===== config.mk =====
export PLATFORM = sky130hd
export DESIGN_NAME = alu_pipe
export DESIGN_NICKNAME = d
export VERILOG_FILES = /design/src/rtl/alu_pkg.sv /design/src/rtl/alu_mul_iter.sv /design/src/rtl/alu_pipe.sv
export SDC_FILE = /design/constraint.sdc
export NUM_CORES = 1
export LEC_CHECK = 0
export ABC_AREA = 1
export BUFFER_PORTS_ARGS = -buffer_cell sky130_fd_sc_hd__buf_2
export CAP_MARGIN = 10
export CORE_ASPECT_RATIO = 0.9
export CORE_MARGIN = 2
export CORE_UTILIZATION = 65
export CTS_CLUSTER_DIAMETER = 150
export DETAILED_ROUTE_END_ITERATION = 16
export PLACE_DENSITY = 0.83
export RECOVER_POWER = 25
export SYNTH_ARGS = -nofsm -noshare
export SYNTH_HDL_FRONTEND = slang
export SYNTH_SLANG_ARGS = --single-unit

===== constraint.sdc =====
create_clock -name clk -period 7.07 [get_ports clk]
set_input_delay 1.414 -clock clk [delete_from_list [all_inputs] [get_ports clk]]
set_output_delay 1.414 -clock clk [all_outputs]
set_load 0.02 [all_outputs]

===== src/rtl/alu_pkg.sv =====
// Shared types for the pipelined ALU: opcode encoding, control states and condition-code flags.
package alu_pkg;

  typedef enum logic [3:0] {
    OpNop  = 4'd0,
    OpAdd  = 4'd1,
    OpSub  = 4'd2,
    OpAnd  = 4'd3,
    OpOr   = 4'd4,
    OpNot  = 4'd5,
    OpInc  = 4'd6,
    OpDec  = 4'd7,
    OpShl  = 4'd8,
    OpShr  = 4'd9,
    OpSetc = 4'd10,
    OpClrc = 4'd11,
    OpMul  = 4'd12
  } op_e;

  typedef enum logic [0:0] {
    StIdle,
    StMulBusy
  } state_e;

  typedef struct packed {
    logic carry;
    logic zero;
    logic neg;
  } flags_t;

endpackage


===== src/rtl/alu_mul_iter.sv =====
// Iterative unsigned shift-add multiplier; one multiplier bit per cycle, N cycles total.
module alu_mul_iter
  import alu_pkg::*;
#(
  parameter int unsigned N = 16
) (
  input  logic           clk_i,
  input  logic           rst_ni,
  input  logic           start_i,
  input  logic           abort_i,
  input  logic [N-1:0]   mcand_i,
  input  logic [N-1:0]   mplier_i,
  output logic           done_o,
  output logic [2*N-1:0] prod_o
);

  localparam int unsigned CntW = $clog2(N + 1);

  logic [2*N-1:0] acc_q;
  logic [N-1:0]   mcand_q;
  logic [CntW-1:0] cnt_q;
  logic           busy_q;

  // acc holds {partial high, remaining multiplier bits}; each step adds and shifts right.
  function automatic logic [2*N-1:0] step(input logic [2*N-1:0] acc, input logic [N-1:0] mc);
    logic [N:0] hi;
    hi = {1'b0, acc[2*N-1:N]} + ({(N+1){acc[0]}} & {1'b0, mc});
    return {hi, acc[N-1:1]};
  endfunction

  // The start edge already performs the first step, so done marks the Nth step in flight.
  assign done_o = busy_q && (cnt_q == CntW'(N - 1));
  assign prod_o = step(acc_q, mcand_q);

  always_ff @(posedge clk_i or negedge rst_ni) begin
    if (!rst_ni) begin
      acc_q   <= '0;
      mcand_q <= '0;
      cnt_q   <= '0;
      busy_q  <= 1'b0;
    end else if (abort_i) begin
      cnt_q  <= '0;
      busy_q <= 1'b0;
    end else if (start_i) begin
      acc_q   <= step({{N{1'b0}}, mplier_i}, mcand_i);
      mcand_q <= mcand_i;
      cnt_q   <= CntW'(1);
      busy_q  <= 1'b1;
    end else if (busy_q) begin
      acc_q <= step(acc_q, mcand_q);
      if (done_o) begin
        cnt_q  <= '0;
        busy_q <= 1'b0;
      end else begin
        cnt_q <= cnt_q + CntW'(1);
      end
    end
  end

endmodule


===== src/rtl/alu_pipe.sv =====
// Registered ALU with single-cycle ops and an optional iterative multiply that stalls intake.
module alu_pipe
  import alu_pkg::*;
#(
  parameter int unsigned N      = 16,
  parameter bit          MUL_EN = 1'b1
) (
  input  logic         clk,
  input  logic         rst_n,
  input  logic         flush,
  input  logic         in_valid,
  output logic         in_ready,
  input  logic [3:0]   op,
  input  logic [N-1:0] in_src,
  input  logic [N-1:0] in_dst,
  output logic         out_valid,
  output logic [N-1:0] out,
  output logic [N-1:0] out_hi,
  output logic         carryFlag,
  output logic         zeroFlag,
  output logic         negFlag
);

  state_e         state_q;
  logic [N-1:0]   out_q, out_hi_q;
  logic           out_valid_q;
  flags_t         flags_q;

  logic           accept, mul_start, mul_done;
  logic [2*N-1:0] mul_prod;
  logic [N:0]     ext;
  logic [N-1:0]   alu_res;
  logic           alu_carry, alu_wr;

  assign in_ready  = (state_q == StIdle);
  assign accept    = in_valid && in_ready && !flush;
  assign mul_start = accept && (op == OpMul) && MUL_EN;

  always_comb begin
    ext       = '0;
    alu_res   = out_q;
    alu_carry = flags_q.carry;
    alu_wr    = 1'b0;
    case (op)
      OpAdd: begin
        ext = {1'b0, in_dst} + {1'b0, in_src};
        {alu_carry, alu_res} = ext;
        alu_wr = 1'b1;
      end
      // Bit N of the extended difference is the borrow.
      OpSub: begin
        ext = {1'b0, in_dst} - {1'b0, in_src};
        {alu_carry, alu_res} = ext;
        alu_wr = 1'b1;
      end
      OpAnd: begin alu_res = in_dst & in_src; alu_wr = 1'b1; end
      OpOr:  begin alu_res = in_dst | in_src; alu_wr = 1'b1; end
      OpNot: begin alu_res = ~in_dst;         alu_wr = 1'b1; end
      OpInc: begin
        ext = {1'b0, in_dst} + (N+1)'(1);
        {alu_carry, alu_res} = ext;
        alu_wr = 1'b1;
      end
      OpDec: begin
        ext = {1'b0, in_dst} - (N+1)'(1);
        {alu_carry, alu_res} = ext;
        alu_wr = 1'b1;
      end
      OpShl: begin
        alu_res   = {in_dst[N-2:0], 1'b0};
        alu_carry = in_dst[N-1];
        alu_wr    = 1'b1;
      end
      OpShr: begin
        alu_res   = {1'b0, in_dst[N-1:1]};
        alu_carry = in_dst[0];
        alu_wr    = 1'b1;
      end
      OpSetc:  alu_carry = 1'b1;
      OpClrc:  alu_carry = 1'b0;
      default: ;
    endcase
  end

  if (MUL_EN) begin : g_mul
    alu_mul_iter #(.N(N)) u_mul (
      .clk_i    (clk),
      .rst_ni   (rst_n),
      .start_i  (mul_start),
      .abort_i  (flush),
      .mcand_i  (in_dst),
      .mplier_i (in_src),
      .done_o   (mul_done),
      .prod_o   (mul_prod)
    );
  end else begin : g_no_mul
    assign mul_done = 1'b0;
    assign mul_prod = '0;
  end

  always_ff @(posedge clk or negedge rst_n) begin
    if (!rst_n) begin
      state_q     <= StIdle;
      out_q       <= '0;
      out_hi_q    <= '0;
      out_valid_q <= 1'b0;
      flags_q     <= '0;
    end else begin
      out_valid_q <= 1'b0;
      case (state_q)
        StIdle: begin
          if (mul_start) begin
            state_q <= StMulBusy;
          end else if (accept) begin
            out_valid_q   <= 1'b1;
            flags_q.carry <= alu_carry;
            if (alu_wr) begin
              out_q        <= alu_res;
              out_hi_q     <= '0;
              flags_q.zero <= (alu_res == '0);
              flags_q.neg  <= alu_res[N-1];
            end
          end
        end
        StMulBusy: begin
          if (flush) begin
            state_q <= StIdle;
          end else if (mul_done) begin
            state_q       <= StIdle;
            out_valid_q   <= 1'b1;
            out_q         <= mul_prod[N-1:0];
            out_hi_q      <= mul_prod[2*N-1:N];
            flags_q.carry <= |mul_prod[2*N-1:N];
            flags_q.zero  <= (mul_prod == '0);
            flags_q.neg   <= mul_prod[2*N-1];
          end
        end
        default: state_q <= StIdle;
      endcase
    end
  end

  assign out_valid = out_valid_q;
  assign out       = out_q;
  assign out_hi    = out_hi_q;
  assign carryFlag = flags_q.carry;
  assign zeroFlag  = flags_q.zero;
  assign negFlag   = flags_q.neg;

endmodule


==> flow_summary_export.csv, run 1 <==
group,metric,value,unit
power_and_ir_drop,pwr-share-seq,33.5,%
power_and_ir_drop,cellLeakagePower,0.00526,uW
floorplan,start_util,65.8,%
timing,hold_ws,474,ps
floorplan,die_w,129,um
power_and_ir_drop,power.switching,957,uW
clock_network,root_buffer,"clkbuf_16",
detailed_routing,num_vias,10319,
clock_network,clock_path_buffers,2,
clock_network,cts.sinks,91,
detailed_routing,dr.pass1.iters,7,
timing,slew_headroom,22.7,%
hold_path,hold_path.class,"reg2reg",
power_and_ir_drop,switching_share,44.3,%
floorplan,chipHeight,117,um
floorplan,die-area,0.0150,mm2
timing,max_freq,0.217,GHz
clock_network,clk_pin_slew,60,ps
timing,fin_crit,4620,ps
global_routing,grt_max_degree,71,
finish,seq_area,0.00228,mm2
placement,placed_area,0.00952,mm2
floorplan,num_rows,41,
finish,design_area,0.00981,mm2
detailed_routing,via_per_inst,6.00,
power_and_ir_drop,ir_worst_vdd,0.204,mV
finish,final_cell_mix,"484 x nand2_1, 198 x inv_1, 152 x nor2_1",
global_routing,antenna_found_initial,1,
finish,layout-drive-gt1-share,8.72,%
placement,port_buffers,76,
critical_path,crit_path_max_fanout,48,
critical_path,critPathArrivalTime,4810,ps
global_routing,grt_pass1_wl,47600,um
power_and_ir_drop,combPwrFrac,43.7,%
finish,fillers,1258,
synth,synth_edf_count,0,
synth,synthesis.nets,1596,
critical_path,worstPathRequired,7260,ps
placement,dp_hpwl,24400,um
power_and_ir_drop,intPower,1200,uW
synth,avgSynthCellArea,6.15,um2
detailed_routing,wl_per_cell,18.2,um
job,cap_viol_max_count,0,
critical_path,start_kind,"input port",
timing,worst_pin_slew,1150,ps
power_and_ir_drop,power_density,220,mW/mm2
critical_path,r2r_slack,3050,ps
timing,slew_violations,0,
clock_network,cts_resized,0,
detailed_routing,drc,0,
detailed_routing,drtIter0Drc,1480,
synth,synth_cell_type_count,51,
finish,area_growth,7.32,%
clock_network,hold_buffers,0,
synth,syn_inst,1486,
synth,ys_dominant_reg_cell,"dfrtp_1",
placement,place_congestion,1.03,
clock_network,worstSkewPairLatency,350,ps
timing,finalCritPeriodShare,65.3,%
synth,async_reset_ff_share,100,%
critical_path,worst_setup_path_end_kind,"register",
finish,instances_no_fill,1719,
timing,finalClockSkew,4.03,ps
finish,multi_input_area,0.00582,mm2
global_routing,grt_usage,41.5,%
finish,nets,1630,
power_and_ir_drop,clkPwrFrac,22.8,%
clock_network,numCtsBuffers,9,
detailed_routing,ant_nets,0,
global_routing,grt_pass1_vias,9093,
clock_network,htree_num_levels,3,
synth,yosysWarnings,0,
detailed_routing,routed_wirelength,31200,um
timing,tns,0,ps
floorplan,ioPinCount,77,
timing,rsz0062_at_grt,"false",
clock_network,cts_tree,"built",
placement,place_inst,1702,
global_routing,grt_overflow,0,
synth,ys_ff_latch,91,
clock_network,postCtsSetupBuffers,0,
synth,seq_area_frac_synth,24.9,%
floorplan,core,0.0139,mm2
status,outcome,"completed",
timing,setup_viol_count_final,0,
critical_path,crit_type,"in2reg",
synth,syn_area,0.00914,mm2
finish,final_common_cell,"nand2_1",
timing,hold_violations,0,
-- state kept, by name (all words and copies together) (netlist names) --
register,cells
out_hi,16
zeroFlag,1
negFlag,1
g_mul.u_mul.cnt_q,5
g_mul.u_mul.busy_q,1
carryFlag,1
g_mul.u_mul.mcand_q,16
g_mul.u_mul.acc_q,32
state_q,1
out_valid,1
out,16
-- final cells by class --
cell class                 count  share of cell area [%]
multi-input combinational   1131                    59.3
inverter                     210                    8.03
antenna                        1                  0.0255
timing repair buffer          77                    3.93
clock inverter                 7                   0.752
clock buffer                   9                    2.30
tap                          193                    2.46
sequential                    91                    23.2
-- per-stage QoR --
step | util, % | total power [uW] | setup WS [ps]
2_1_floorplan | - | 1340 | 3660
3_3_place_gp | 68.4 | 1620 | 2370
3_5_place_dp | 68.4 | 1630 | 2260
4_1_cts | 70.6 | 2120 | 2580
5_1_grt | 70.6 | 2290 | 2140
6_report | 70.6 | 2160 | 2450
-- cell families (layout without fill, tap and decap cells) --
kind of cell               Yosys count  after routing  share of synthesized area, %
adders and majority gates           70             70                          9.83
AOI/OAI and AO/OA                  193            193                          12.9
other                                0              1                             0
buffers and inverters              264            303                          11.5
DFF                                 91             91                          24.9
and+or+nand+nor                    858            858                          39.9
xor gates and xnor gates            10             10                         0.958
-- worst max-delay path, cell delays in order --
cell      delay [ps]
buf_2            120
inv_1            130
nand2_2          140
nor3_4           330
inv_2             80
nor2_4           750
inv_2            450
a21oi_4          740
inv_2            350
nand2_1          150
o221ai_1         130
-- synth_stat cells (7+ instances only) --
cell,n,area share (%)
nor3_1,14,0.77
a21oi_1,43,2.4
and2_1,7,0.48
dfrtp_1,91,25
nand2_1,484,20
nand3_1,130,7.1
o21ai_1,26,1.4
o211ai_1,19,1.6
o22ai_1,7,0.48
o221ai_1,18,1.7
o21ai_0,54,3.0
clkbuf_1,18,0.74
nor2_2,9,0.62
nor2_1,153,6.3
inv_2,12,0.49
nand4_1,31,2.1
ha_1,67,9.2
a22oi_1,7,0.57
inv_1,198,8.1
buf_2,30,1.6
-- layer usage --
metal | global-route usage [%] | vias to the layer above | wire length (um)
li1 | - | 4843 | -
met1 | 59.0 | 4709 | 13100
met2 | 59.6 | 681 | 12800
met3 | 13.9 | 84 | 4380
met4 | 13.0 | 2 | 895
met5 | 0 | - | 13
-- path summary, 6_finish.rpt --
path                                                     from                            endpoint  depth (start not counted)
min in group asynchronous                               rst_n                  out[2]$_DFFE_PN0P_                          1
hold / removal             g_mul.u_mul.mcand_q[7]$_DFFE_PN0P_  g_mul.u_mul.mcand_q[7]$_DFFE_PN0P_                          2
max in group asynchronous                               rst_n    g_mul.u_mul.cnt_q[2]$_DFFE_PN0P_                          2
setup reg to reg                            state_q$_DFF_PN0_   g_mul.u_mul.acc_q[24]$_DFFE_PN0P_                          8
hold reg to reg            g_mul.u_mul.mcand_q[7]$_DFFE_PN0P_  g_mul.u_mul.mcand_q[7]$_DFFE_PN0P_                          2
setup / recovery                                        op[0]   g_mul.u_mul.acc_q[24]$_DFFE_PN0P_                         11
-- power groups by stage --
stage | sequential [uW] | combinational (uW) | clock (uW)
2_1_floorplan | 733 | 612 | 0
5_1_grt | 736 | 1040 | 513
3_3_place_gp | 726 | 891 | 0
6_report | 725 | 945 | 492
4_1_cts | 720 | 916 | 489
3_5_place_dp | 727 | 908 | 0
No activity file was read; power rests on OpenSTA's default activity.
==> run 2, diff against run 1 <==
--- a/config.mk
+++ b/config.mk
@@ -10,10 +10,10 @@
 export CAP_MARGIN = 10
 export CORE_ASPECT_RATIO = 0.9
 export CORE_MARGIN = 2
-export CORE_UTILIZATION = 65
+export CORE_UTILIZATION = 62
 export CTS_CLUSTER_DIAMETER = 150
 export DETAILED_ROUTE_END_ITERATION = 16
-export PLACE_DENSITY = 0.83
+export PLACE_DENSITY = 0.79
 export RECOVER_POWER = 25
 export SYNTH_ARGS = -nofsm -noshare
 export SYNTH_HDL_FRONTEND = slang
==> constraint.sdc (replaced) <==
create_clock -name clk -period 4.4 [get_ports clk]
set_input_delay 0.88 -clock clk [delete_from_list [all_inputs] [get_ports clk]]
set_output_delay 0.88 -clock clk [all_outputs]
set_load 0.02 [all_outputs]
==> flow_summary_export.csv, run 2 (synthesized netlist as in run 1, its figures left out) <==
group,metric,value,unit
status,outcome,"finished with violations",
status,violations,"capacitance limit, slew limit",
detailed_routing,drc,0,
timing,slew_violations,66,
critical_path,cp_top_family,"simple AND/OR/NAND/NOR gates",
clock_network,cts_resized,0,
detailed_routing,via_per_inst,6.13,
clock_network,clock_path_buffers,2,
detailed_routing,num_vias,10600,
critical_path,crit_type,"reg2reg",
critical_path,r2r_slack,870,ps
critical_path,reg2reg_from,"g_mul.u_mul.acc_q[0]$_DFFE_PN0P_",
clock_network,cts_tree,"built",
floorplan,num_rows,42,
finish,largest_reg_flops,32,
critical_path,endpoint,"zeroFlag$_DFFE_PN0P_",
critical_path,path_buf_inv,3,
critical_path,worst_setup_path_end_kind,"register",
power_and_ir_drop,cellLeakagePower,0.00531,uW
critical_path,worstPathRequired,4690,ps
clock_network,cts.sinks,91,
timing,setup_viol_count_final,0,
critical_path,worstSetupPathDepth,16,
clock_network,htree_num_levels,3,
floorplan,chipHeight,119,um
timing,finalClockSkew,7.44,ps
power_and_ir_drop,ir_worst_vdd,0.271,mV
global_routing,grt_max_degree,66,
detailed_routing,dr.pass1.iters,6,
timing,tns,0,ps
placement,place_congestion,1.08,
global_routing,grt_pass1_wl,52200,um
power_and_ir_drop,switching_share,43.9,%
power_and_ir_drop,intPower,2000,uW
timing,slew_headroom,-11.5,%
floorplan,die_w,132,um
global_routing,antenna_found_initial,0,
timing,max_freq,0.283,GHz
timing,rsz0062_at_grt,"false",
detailed_routing,routed_wirelength,33900,um
hold_path,hold_path.class,"reg2reg",
timing,hold_ws,474,ps
timing,worst_pin_slew,1670,ps
power_and_ir_drop,combPwrFrac,42.8,%
finish,layout-drive-gt1-share,9.08,%
critical_path,worst_path_most_repeated_cell,"nand2_1",
power_and_ir_drop,clkPwrFrac,24.3,%
job,cap_viol_max_count,1,
global_routing,grt_pass1_vias,9552,
finish,antenna_cells,0,
finish,area_growth,8.13,%
placement,port_buffers,76,
placement,dp_hpwl,26200,um
timing,fin_crit,3530,ps
clock_network,hold_buffers,0,
finish,final_cell_mix,"484 x nand2_1, 198 x inv_1, 153 x nor2_1",
finish,design_area,0.00989,mm2
critical_path,crit_chain,"nand2_1 -> inv_1 -> ha_1 -> inv_1 -> fa_1 -> o31ai_1 -> nand2_1 -> nand2_1 -> inv_1 -> nor2_1 -> nand3_1 -> nor2_1 -> nand4_1 -> nand2_1 -> nand2_1 -> nand2_1",
timing,hold_violations,0,
floorplan,start_util,62.8,%
finish,nets,1635,
power_and_ir_drop,power.switching,1570,uW
detailed_routing,drtIter0Drc,1367,
critical_path,critPathArrivalTime,3820,ps
power_and_ir_drop,power,3570,uW
timing,finalCritPeriodShare,80.2,%
detailed_routing,wl_per_cell,19.6,um
placement,placed_area,0.00956,mm2
finish,final_common_cell,"nand2_1",
power_and_ir_drop,pwr-share-seq,32.9,%
critical_path,cpPeakStageDelay,770,ps
critical_path,crit_path_max_fanout,17,
critical_path,crit_start,"g_mul.u_mul.acc_q[0]$_DFFE_PN0P_",
critical_path,r2r-end,"zeroFlag$_DFFE_PN0P_",
global_routing,grt_usage,43.0,%
critical_path,start_kind,"register",
critical_path,cpMaxStageDelayCell,"dfrtp_1",
clock_network,worstSkewPairLatency,350,ps
floorplan,die-area,0.0157,mm2
floorplan,core,0.0146,mm2
clock_network,clk_pin_slew,70,ps
finish,top_register,"g_mul.u_mul.acc_q",
clock_network,root_buffer,"clkbuf_16",
clock_network,numCtsBuffers,9,
floorplan,ioPinCount,77,
critical_path,r2r_cells,16,
detailed_routing,ant_nets,0,
global_routing,grt_overflow,0,
power_and_ir_drop,power_density,361,mW/mm2
clock_network,postCtsSetupBuffers,0,
run 2: layout make-up:
| cell class | instances | area (um2) |
|---|---|---|
| Clock buffer | 9 | 225 |
| Timing Repair Buffer | 82 | 425 |
| Inverter | 210 | 788 |
| Fill cell | 1346 | 4670 |
| Sequential cell | 91 | 2280 |
| Clock inverter | 7 | 106 |
| Tap cell | 198 | 248 |
| Multi-Input combinational cell | 1131 | 5820 |
run 2: per-stage QoR:
| step | setup WS (ps) | util, % | std cells |
|---|---|---|---|
| 2_1_floorplan | 1520 | - | 1486 |
| 3_3_place_gp | 708 | 65.7 | 1712 |
| 3_5_place_dp | 703 | 65.7 | 1712 |
| 4_1_cts | 1000 | 67.9 | 1728 |
| 5_1_grt | 753 | 67.9 | 1728 |
| 6_report | 873 | 67.9 | 1728 |
run 2: worst min path at each step:
stage	from	to	slack [ps]	cells after the start
2_1_floorplan	g_mul.u_mul.mcand_q[10]$_DFFE_PN0P_	g_mul.u_mul.mcand_q[10]$_DFFE_PN0P_	440	2
3_3_place_gp	out_hi[15]$_DFFE_PN0P_	out_hi[15]$_DFFE_PN0P_	450	2
3_5_place_dp	out_hi[15]$_DFFE_PN0P_	out_hi[15]$_DFFE_PN0P_	460	2
4_1_cts	g_mul.u_mul.mcand_q[11]$_DFFE_PN0P_	g_mul.u_mul.mcand_q[11]$_DFFE_PN0P_	480	2
5_1_grt	g_mul.u_mul.mcand_q[2]$_DFFE_PN0P_	g_mul.u_mul.mcand_q[2]$_DFFE_PN0P_	490	2
6_report	g_mul.u_mul.mcand_q[11]$_DFFE_PN0P_	g_mul.u_mul.mcand_q[11]$_DFFE_PN0P_	470	2
run 2: tightest hold or removal path, stage by stage, from the launching register on:
cell and delay [ps]:
dfrtp_1 340, nand2_1 50, nand2_1 50
run 2: metal layers:
| metal | wire, um | part of all wire (%) | global-route usage, % |
|---|---|---|---|
| met5 | 0 | 0 | 0 |
| met4 | 1310 | 3.9 | 14.7 |
| met3 | 4320 | 13 | 9.71 |
| met2 | 14200 | 42 | 65.1 |
| met1 | 14000 | 41 | 60.5 |
run 2: power by group through the flow:
stage / registers (uW) / clock network [uW] / logic [uW]
after detailed placement: 1170 / 0 / 1460
after global routing: 1190 / 893 / 1670
after CTS: 1160 / 864 / 1480
after global placement: 1170 / 0 / 1430
after floorplan: 1180 / 0 / 984
final: 1170 / 867 / 1530
